`src/rtl/mem_ctrl.sv`:
```
// Byte-serial sequencer for the unified single-port RAM, arbitrating between
// instruction fetch and the load/store stage; assembles and extends load data.
module mem_ctrl #(
  parameter int ADDR_W    = 32,
  parameter bit MEM_FIRST = 1'b1
) (
  input  logic              clk,
  input  logic              rst,
  input  logic              if_req_i,
  input  logic [ADDR_W-1:0] if_addr_i,
  input  logic              if_flush_i,
  output logic [31:0]       if_data_o,
  output logic              if_done_o,
  input  logic              mem_req_i,
  input  logic              mem_we_i,
  input  logic [ADDR_W-1:0] mem_addr_i,
  input  logic [1:0]        mem_len_i,
  input  logic              mem_signed_i,
  input  logic [31:0]       mem_wdata_i,
  output logic [31:0]       mem_rdata_o,
  output logic              mem_done_o,
  output logic [ADDR_W-1:0] ram_a_o,
  output logic [7:0]        ram_dout_o,
  output logic              ram_wr_o,
  input  logic [7:0]        ram_din_i
);

  typedef enum logic [1:0] {
    IDLE = 2'd0,
    RD   = 2'd1,
    WR   = 2'd2,
    DONE = 2'd3
  } state_t;

  state_t              state_r;
  logic [2:0]          cnt_r;
  logic [2:0]          len_r;
  logic                own_mem_r;
  logic                signed_r;
  logic [ADDR_W-1:0]   base_r;
  logic [23:0]         wdata_hi_r;
  logic [23:0]         rbuf_r;

  logic                grant_mem_s;
  logic                grant_if_s;
  logic [ADDR_W-1:0]   grant_addr_s;
  logic [ADDR_W-1:0]   next_addr_s;
  logic [31:0]         raw_word_s;

  function automatic logic [2:0] len_bytes(input logic [1:0] len);
    logic [2:0] n;
    case (len)
      2'b00:   n = 3'd1;
      2'b01:   n = 3'd2;
      default: n = 3'd4;
    endcase
    return n;
  endfunction

  function automatic logic [31:0] extend(input logic [31:0] raw, input logic [2:0] n,
                                         input logic sgn);
    logic [31:0] res;
    case (n)
      3'd1:    res = {{24{sgn & raw[7]}}, raw[7:0]};
      3'd2:    res = {{16{sgn & raw[15]}}, raw[15:0]};
      default: res = raw;
    endcase
    return res;
  endfunction

  // Byte 0 goes out at grant, so the latched copy only holds bytes 1..3.
  function automatic logic [7:0] store_byte(input logic [23:0] hi, input logic [2:0] k);
    logic [7:0] b;
    case (k)
      3'd0:    b = hi[7:0];
      3'd1:    b = hi[15:8];
      3'd2:    b = hi[23:16];
      default: b = 8'h00;
    endcase
    return b;
  endfunction

  // Arbitration between simultaneous requests
  always_comb begin
    grant_mem_s = 1'b0;
    grant_if_s  = 1'b0;
    if (MEM_FIRST) begin
      grant_mem_s = mem_req_i;
      grant_if_s  = if_req_i & ~mem_req_i;
    end else begin
      grant_if_s  = if_req_i;
      grant_mem_s = mem_req_i & ~if_req_i;
    end
  end

  // Address of the next byte and the word assembled from the final read byte
  always_comb begin
    grant_addr_s = grant_mem_s ? mem_addr_i : if_addr_i;
    next_addr_s  = base_r + ADDR_W'(cnt_r) + ADDR_W'(3'd1);
    case (len_r)
      3'd1:    raw_word_s = {24'h000000, ram_din_i};
      3'd2:    raw_word_s = {16'h0000, ram_din_i, rbuf_r[7:0]};
      default: raw_word_s = {ram_din_i, rbuf_r};
    endcase
  end

  // Transfer sequencer with registered RAM-side and requester-side outputs
  always_ff @(posedge clk) begin
    if (!rst) begin
      state_r     <= IDLE;
      cnt_r       <= 3'd0;
      len_r       <= 3'd0;
      own_mem_r   <= 1'b0;
      signed_r    <= 1'b0;
      base_r      <= '0;
      wdata_hi_r  <= 24'h000000;
      rbuf_r      <= 24'h000000;
      ram_a_o     <= '0;
      ram_dout_o  <= 8'h00;
      ram_wr_o    <= 1'b0;
      if_data_o   <= 32'h00000000;
      if_done_o   <= 1'b0;
      mem_rdata_o <= 32'h00000000;
      mem_done_o  <= 1'b0;
    end else begin
      case (state_r)
        IDLE: begin
          ram_wr_o <= 1'b0;
          if (grant_mem_s || grant_if_s) begin
            own_mem_r  <= grant_mem_s;
            base_r     <= grant_addr_s;
            len_r      <= grant_mem_s ? len_bytes(mem_len_i) : 3'd4;
            signed_r   <= grant_mem_s & mem_signed_i;
            wdata_hi_r <= mem_wdata_i[31:8];
            cnt_r      <= 3'd0;
            ram_a_o    <= grant_addr_s;
            if (grant_mem_s && mem_we_i) begin
              ram_dout_o <= mem_wdata_i[7:0];
              ram_wr_o   <= 1'b1;
              state_r    <= WR;
            end else begin
              state_r    <= RD;
            end
          end
        end

        RD: begin
          ram_wr_o <= 1'b0;
          if (!own_mem_r && if_flush_i) begin
            state_r <= IDLE;
          end else begin
            // Read data trails its address by one cycle, so edge k holds byte k-1.
            case (cnt_r)
              3'd1:    rbuf_r[7:0]   <= ram_din_i;
              3'd2:    rbuf_r[15:8]  <= ram_din_i;
              3'd3:    rbuf_r[23:16] <= ram_din_i;
              default: rbuf_r        <= rbuf_r;
            endcase
            if (cnt_r < len_r - 3'd1) begin
              ram_a_o <= next_addr_s;
            end
            if (cnt_r == len_r) begin
              if (own_mem_r) begin
                mem_rdata_o <= extend(raw_word_s, len_r, signed_r);
                mem_done_o  <= 1'b1;
              end else begin
                if_data_o   <= raw_word_s;
                if_done_o   <= 1'b1;
              end
              state_r <= DONE;
            end else begin
              cnt_r <= cnt_r + 3'd1;
            end
          end
        end

        WR: begin
          if (cnt_r < len_r - 3'd1) begin
            ram_a_o    <= next_addr_s;
            ram_dout_o <= store_byte(wdata_hi_r, cnt_r);
            ram_wr_o   <= 1'b1;
            cnt_r      <= cnt_r + 3'd1;
          end else begin
            ram_wr_o   <= 1'b0;
            mem_done_o <= 1'b1;
            state_r    <= DONE;
          end
        end

        DONE: begin
          ram_wr_o   <= 1'b0;
          if_done_o  <= 1'b0;
          mem_done_o <= 1'b0;
          state_r    <= IDLE;
        end

        default: begin
          ram_wr_o   <= 1'b0;
          if_done_o  <= 1'b0;
          mem_done_o <= 1'b0;
          state_r    <= IDLE;
        end
      endcase
    end
  end

endmodule
```
`config.mk`:
```
export PLATFORM = sky130hd
export DESIGN_NAME = mem_ctrl
export DESIGN_NICKNAME = d
export VERILOG_FILES = /design/src/rtl/mem_ctrl.sv
export SDC_FILE = /design/constraint.sdc
export NUM_CORES = 1
export LEC_CHECK = 0
export CELL_PAD_IN_SITES_DETAIL_PLACEMENT = 1
export CELL_PAD_IN_SITES_GLOBAL_PLACEMENT = 2
export CORE_ASPECT_RATIO = 0.9
export CORE_MARGIN = 5
export CORE_UTILIZATION = 40
export CTS_CLUSTER_SIZE = 10
export DETAILED_ROUTE_END_ITERATION = 12
export DONT_BUFFER_PORTS = 1
export PLACE_DENSITY_LB_ADDON = 0.08
export SYNTH_ARGS = -nofsm -noshare
export SYNTH_HDL_FRONTEND = slang
export SYNTH_SLANG_ARGS = --single-unit
```
`constraint.sdc`:
```
create_clock -name clk -period 4.9 [get_ports clk]
set_input_delay 0.49 -clock clk [delete_from_list [all_inputs] [get_ports clk]]
set_output_delay 0.49 -clock clk [all_outputs]
set_load 0.02 [all_outputs]
```
Yosys cells after proc, flatten, opt, wreduce, memory -nomap -nowiden. Cells that the tools add are included.

Add/subtract/negate cells: 4. Magnitude comparators: 1. Equality and inequality tests: 20. Mux-type cells: 38. Bitwise gates (word level): 7. Reduce and logical (&&, ||, !) cells: 24.

Operator list (count): $mux W32 (4); $pmux W32 S2 (2); $pmux W32 S3 (1); $add A32 B1 Y32 const B (1); $add A32 B3 Y32 (1); $mux W8 (3); $pmux W8 S3 (1); $ne A2 B2 Y1 const B (9); $pmux W8 S2 (1); $reduce_and A4 Y1 (4); $mux W3 (5); $reduce_and A3 Y1 (5); $mux W1 (10); $mux W2 (5); $reduce_and A5 Y1 (2); $eq A3 B2 Y1 const B (3); $pmux W3 S3 (1); $pmux W2 S4 (1); $eq A3 B1 Y1 const B (2); $pmux W1 S3 (2); $pmux W3 S2 (1); $reduce_bool A3 Y1 (2); $and A1 B1 Y1 (4); $eq A2 B1 Y1 const B (2); other kinds (16) (22).

Register bits after elaboration: 197. Output and inout port bits: 107. Logic and storage cells: 111.

Longest topological paths before layout.
Word-level depth: 5. Gate-level depth with buffers: 11. Mapped depth without buffers: 9.

Least setup slack after synthesis. No wires, ideal clock.

Path kind: reg2reg. Start: reg len_r[1]. End: reg ram_a_o[24]. Library setup time: 0.079 ns. Arrival: 2.090 ns. Data required time: 4.821 ns. Setup slack: 2.731 ns. Cell stages (with the launch flop): 12. Buffers on the path: 2. Clock period less this slack: 2.169 ns. Cell sequence: dfxtp_1 > inv_1 > ha_1 > xnor2_1 > ha_1 > or2_2 > o221ai_1 > and2_1 > buf_4 > nand3_2 > buf_2 > o211ai_1.

Cells in the longest elaborated chain, start to end: 5.

Ends and longest elaborated chain: from (decl) (line 37) `logic [2:0] len_r;`; from (signal assigned) (line 132) `len_r <= grant_mem_s ? len_bytes(mem_len_i) : 3'd4;`; $sub A3 B1 Y3 (*) (line 159, 178); $lt A3 B3 Y1 (*) (line 159, 178); $mux W32 (*); $mux W32; $pmux W32 S3 (*); to (signal assigned) (line 136) `ram_a_o <= grant_addr_s;`; to (signal assigned) (line 160) `ram_a_o <= next_addr_s;`; to (signal assigned) (line 179) `ram_a_o <= next_addr_s;`; to (decl) (line 22) `output logic [ADDR_W-1:0] ram_a_o,`.

Every way passes the cells marked *; elsewhere a longest branch is shown, timed or not. The select of a mux whose other input is x is not followed. A chain may end at the register's enable or synchronous reset.

Worst setup path after layout.
Start: reg len_r[1]. End: reg ram_a_o[20].

Same word-level chain as after synthesis.

==> summary.md <==
| Metric | Value |
|---|---|
| GPL Wtd Cong | 0.763 |
| Largest area contributor in the netlist | dfxtp_1 |
| Hold-fix buffers, CTS | 0 |
| Total power | 5.72 mW |
| Clock Tree Root | clkbuf_16 |
| Height of the die | 152 um |
| Global route overflow | 0 |
| DIE WIDTH | 168 um |
| Synth Net Count | 1,189 |
| Via count | 7,451 |
| Gate Count Post-Synth | 1,057 |
| Core box area | 0.0224 sq mm |
| Final Worst Setup Slack | 1.87 ns |
| Combinational power share | 30.1% |
| RSZ-0062 raised after global routing | false |
| Mapped Area | 0.00902 sq mm |
| Antenna Nets Post-Route | 0 |
| Post-Route Skew | 0.0169 ns |
| Final Hold Viols | 0 |
| Yosys cell types | 62 |
| Post-cts resize count | 0 |
| Bufs on Longest Clock Path | 2 |
| Cell Pwr Density | 587 mW/mm^2 |
| Status | complete, no violations |
| Setup violations, final | 0 |
| Pleak | 3.60 nW |
| Sequential area share after synthesis | 43.7% |
| Sequential share of power | 43.1% |
| DRT Pass-1 Iters | 5 |
| Post-route clock period utilization | 61.9% |
| CP required | 5.25 ns |
| Layout area overhead | 8.07% |
| Full die area | 0.0257 sq mm |
| Initial DRC Count | 408 |
| Switching pwr | 2.35 mW |
| Rows | 52 |
| Via density | 5.67 |
| Setup TNS | 0 ns |
| First-pass GRT wire length | 43.7 mm |
| TritonCTS clock tree | yes |
| Hold Crit Class | in2reg |
| Clock transition at path regs | 0.08 ns |
| Initial antenna violation count | 0 |
| Post-route minimum period | 3.03 ns |
| Share of cells above drive strength 1 | 8.37% |
| Routed len/inst | 21.2 um |
| CTS sink cnt | 197 |
| Initial Util | 40.3% |
| Nets@finish | 1,135 |
| Synth Flop Type | dfxtp_1 |
| PortBufs | 0 |
| Sw frac | 41.0% |
| CP max FO | 15 |
| Largest net degree at the start of global routing | 126 |
| Async SR Flop Fraction | 0% |
| Peak Freq | 330 MHz |
| Yosys reg bits | 197 |
| Largest cells by area after synthesis | dfxtp_1, nand2_1, mux2i_1 |
| DRC errors left | 0 |
| YS warnings | 0 |
| TritonCTS Buffers | 17 |
| Synth Area per Inst | 8.54 sq um |
| Startpoint Class | flip-flop |
| # IOs | 220 |
| Worst slack, placed | 1.82 ns |
| Aggregate global-route resource usage | 21.1% |
| Setup Crit Path Kind | reg2reg |
| Worst Tran Pin Value | 1.13 ns |
| Total number of H-tree levels | 4 |
| Post-synth top cells | dfxtp_1, nand2_1, nor2_1 |
| Routed WL | 27.9 mm |
| CP endpoint kind | flip-flop |
| Max_cap viols | 0 |
| Fin util | 43.6% |
| CP Data Arrival Time | 3.38 ns |
| Vias in the first global route | 7,482 |
| Pint | 3.37 mW |
| Synth top area share | 43.7% |
| Antenna diodes | 0 |
| Slew HR | 23.4% |
| Max Transition Viols Final | 0 |
| Worst VDD drop | 0.282 mV |
| Clock Latency Late Sink | 0.44 ns |
| Post-synth EDFFs | 0 |
| Hpwl dp | 18.9 mm |
| Most common cell in the netlist | dfxtp_1 |
| Setup Buffers After CTS | 0 |
| Clock power frac | 26.8% |
metal layers:
metal  track usage [%]  vias to the layer above  routed length [um]
met5                 0                        -                   0
met1              30.1                     3596               13600
li1                  -                     3658                   -
met4              4.48                        0                 247
met2              32.6                      177               12400
met3              5.21                       20                1620
cell type report:
cell class | count | area [sq um]
fillers | 2645 | 12600
well taps | 297 | 372
multi-input cells | 750 | 4610
flip-flops and latches | 197 | 3940
repair buffers | 11 | 82.6
inverters | 26 | 103
clock buffers | 17 | 425
clock inverters | 15 | 214
kinds of logic (layout without fill, tap and decap cells):
logic type | count (synthesis) | in the layout | share of synthesized area [%]
multiplexers | 62 | 62 | 7.10
buffers and inverters | 110 | 69 | 5.49
AND/OR/NAND/NOR | 401 | 401 | 19.9
flip-flops | 197 | 197 | 43.7
XOR/XNOR | 24 | 24 | 2.41
AO/OA/AOI/OAI | 244 | 244 | 18.7
adder cells (fa/ha/maj) | 19 | 19 | 2.72
critical path, stage by stage (launching register included):
cell,delay (ns)
dfxtp_1,0.39
inv_1,0.10
ha_1,0.21
xnor2_1,0.13
ha_1,0.23
or2_2,0.32
o221ai_1,0.21
and2_1,0.65
nand3_2,0.42
o211ai_1,0.29
power groups by stage:
| stage | sequential (mW) | clock (mW) | combinational (mW) |
|---|---|---|---|
| 2_1_floorplan | 2.39 | 0 | 1.35 |
| 3_3_place_gp | 2.51 | 0 | 1.71 |
| 3_5_place_dp | 2.51 | 0 | 1.74 |
| 4_1_cts | 2.48 | 1.56 | 1.75 |
| 5_1_grt | 2.52 | 1.63 | 1.94 |
| 6_report | 2.47 | 1.53 | 1.72 |
cell usage in the layout (no fill, tap or decap), types with 19 or more instances in the layout:
cell,synthesis,routed
inv_1,25,25
a211oi_1,43,43
nand3_1,70,70
nor2_1,115,115
nor3_1,19,19
mux2i_1,46,46
a21oi_1,82,82
dfxtp_1,197,197
nand2_1,142,142
path summary, 6_finish.rpt:
kind                                from                     endpoint  slack, ns  cells after the start
min                      mem_wdata_i[25]  wdata_hi_r[17]$_SDFFE_PN0P_       0.18                      2
max reg2reg        len_r[1]$_SDFFE_PN0P_     ram_a_o[20]$_SDFFE_PN0P_       1.87                      9
min reg2reg  wdata_hi_r[21]$_SDFFE_PN0P_  wdata_hi_r[21]$_SDFFE_PN0P_       0.46                      2
max                len_r[1]$_SDFFE_PN0P_     ram_a_o[20]$_SDFFE_PN0P_       1.87                      9
metrics by stage:
stage                     area, sq um  hold slack, ns  std cells
after global routing             9750           0.155       1313
after floorplan                  9020           0.436       1057
after CTS                        9750           0.158       1313
final                            9750           0.176       1313
after detailed placement         9110           0.449       1281
after global placement           9110           0.445       1281
registers in the layout, indices dropped and copies added, names as in the netlist, 2 cells and up:
name / cells
base_r: 32
cnt_r: 3
if_data_o: 32
len_r: 3
mem_rdata_o: 32
ram_a_o: 32
ram_dout_o: 8
rbuf_r: 24
state_r: 2
wdata_hi_r: 24
No activity file was read; power rests on OpenSTA's default activity.
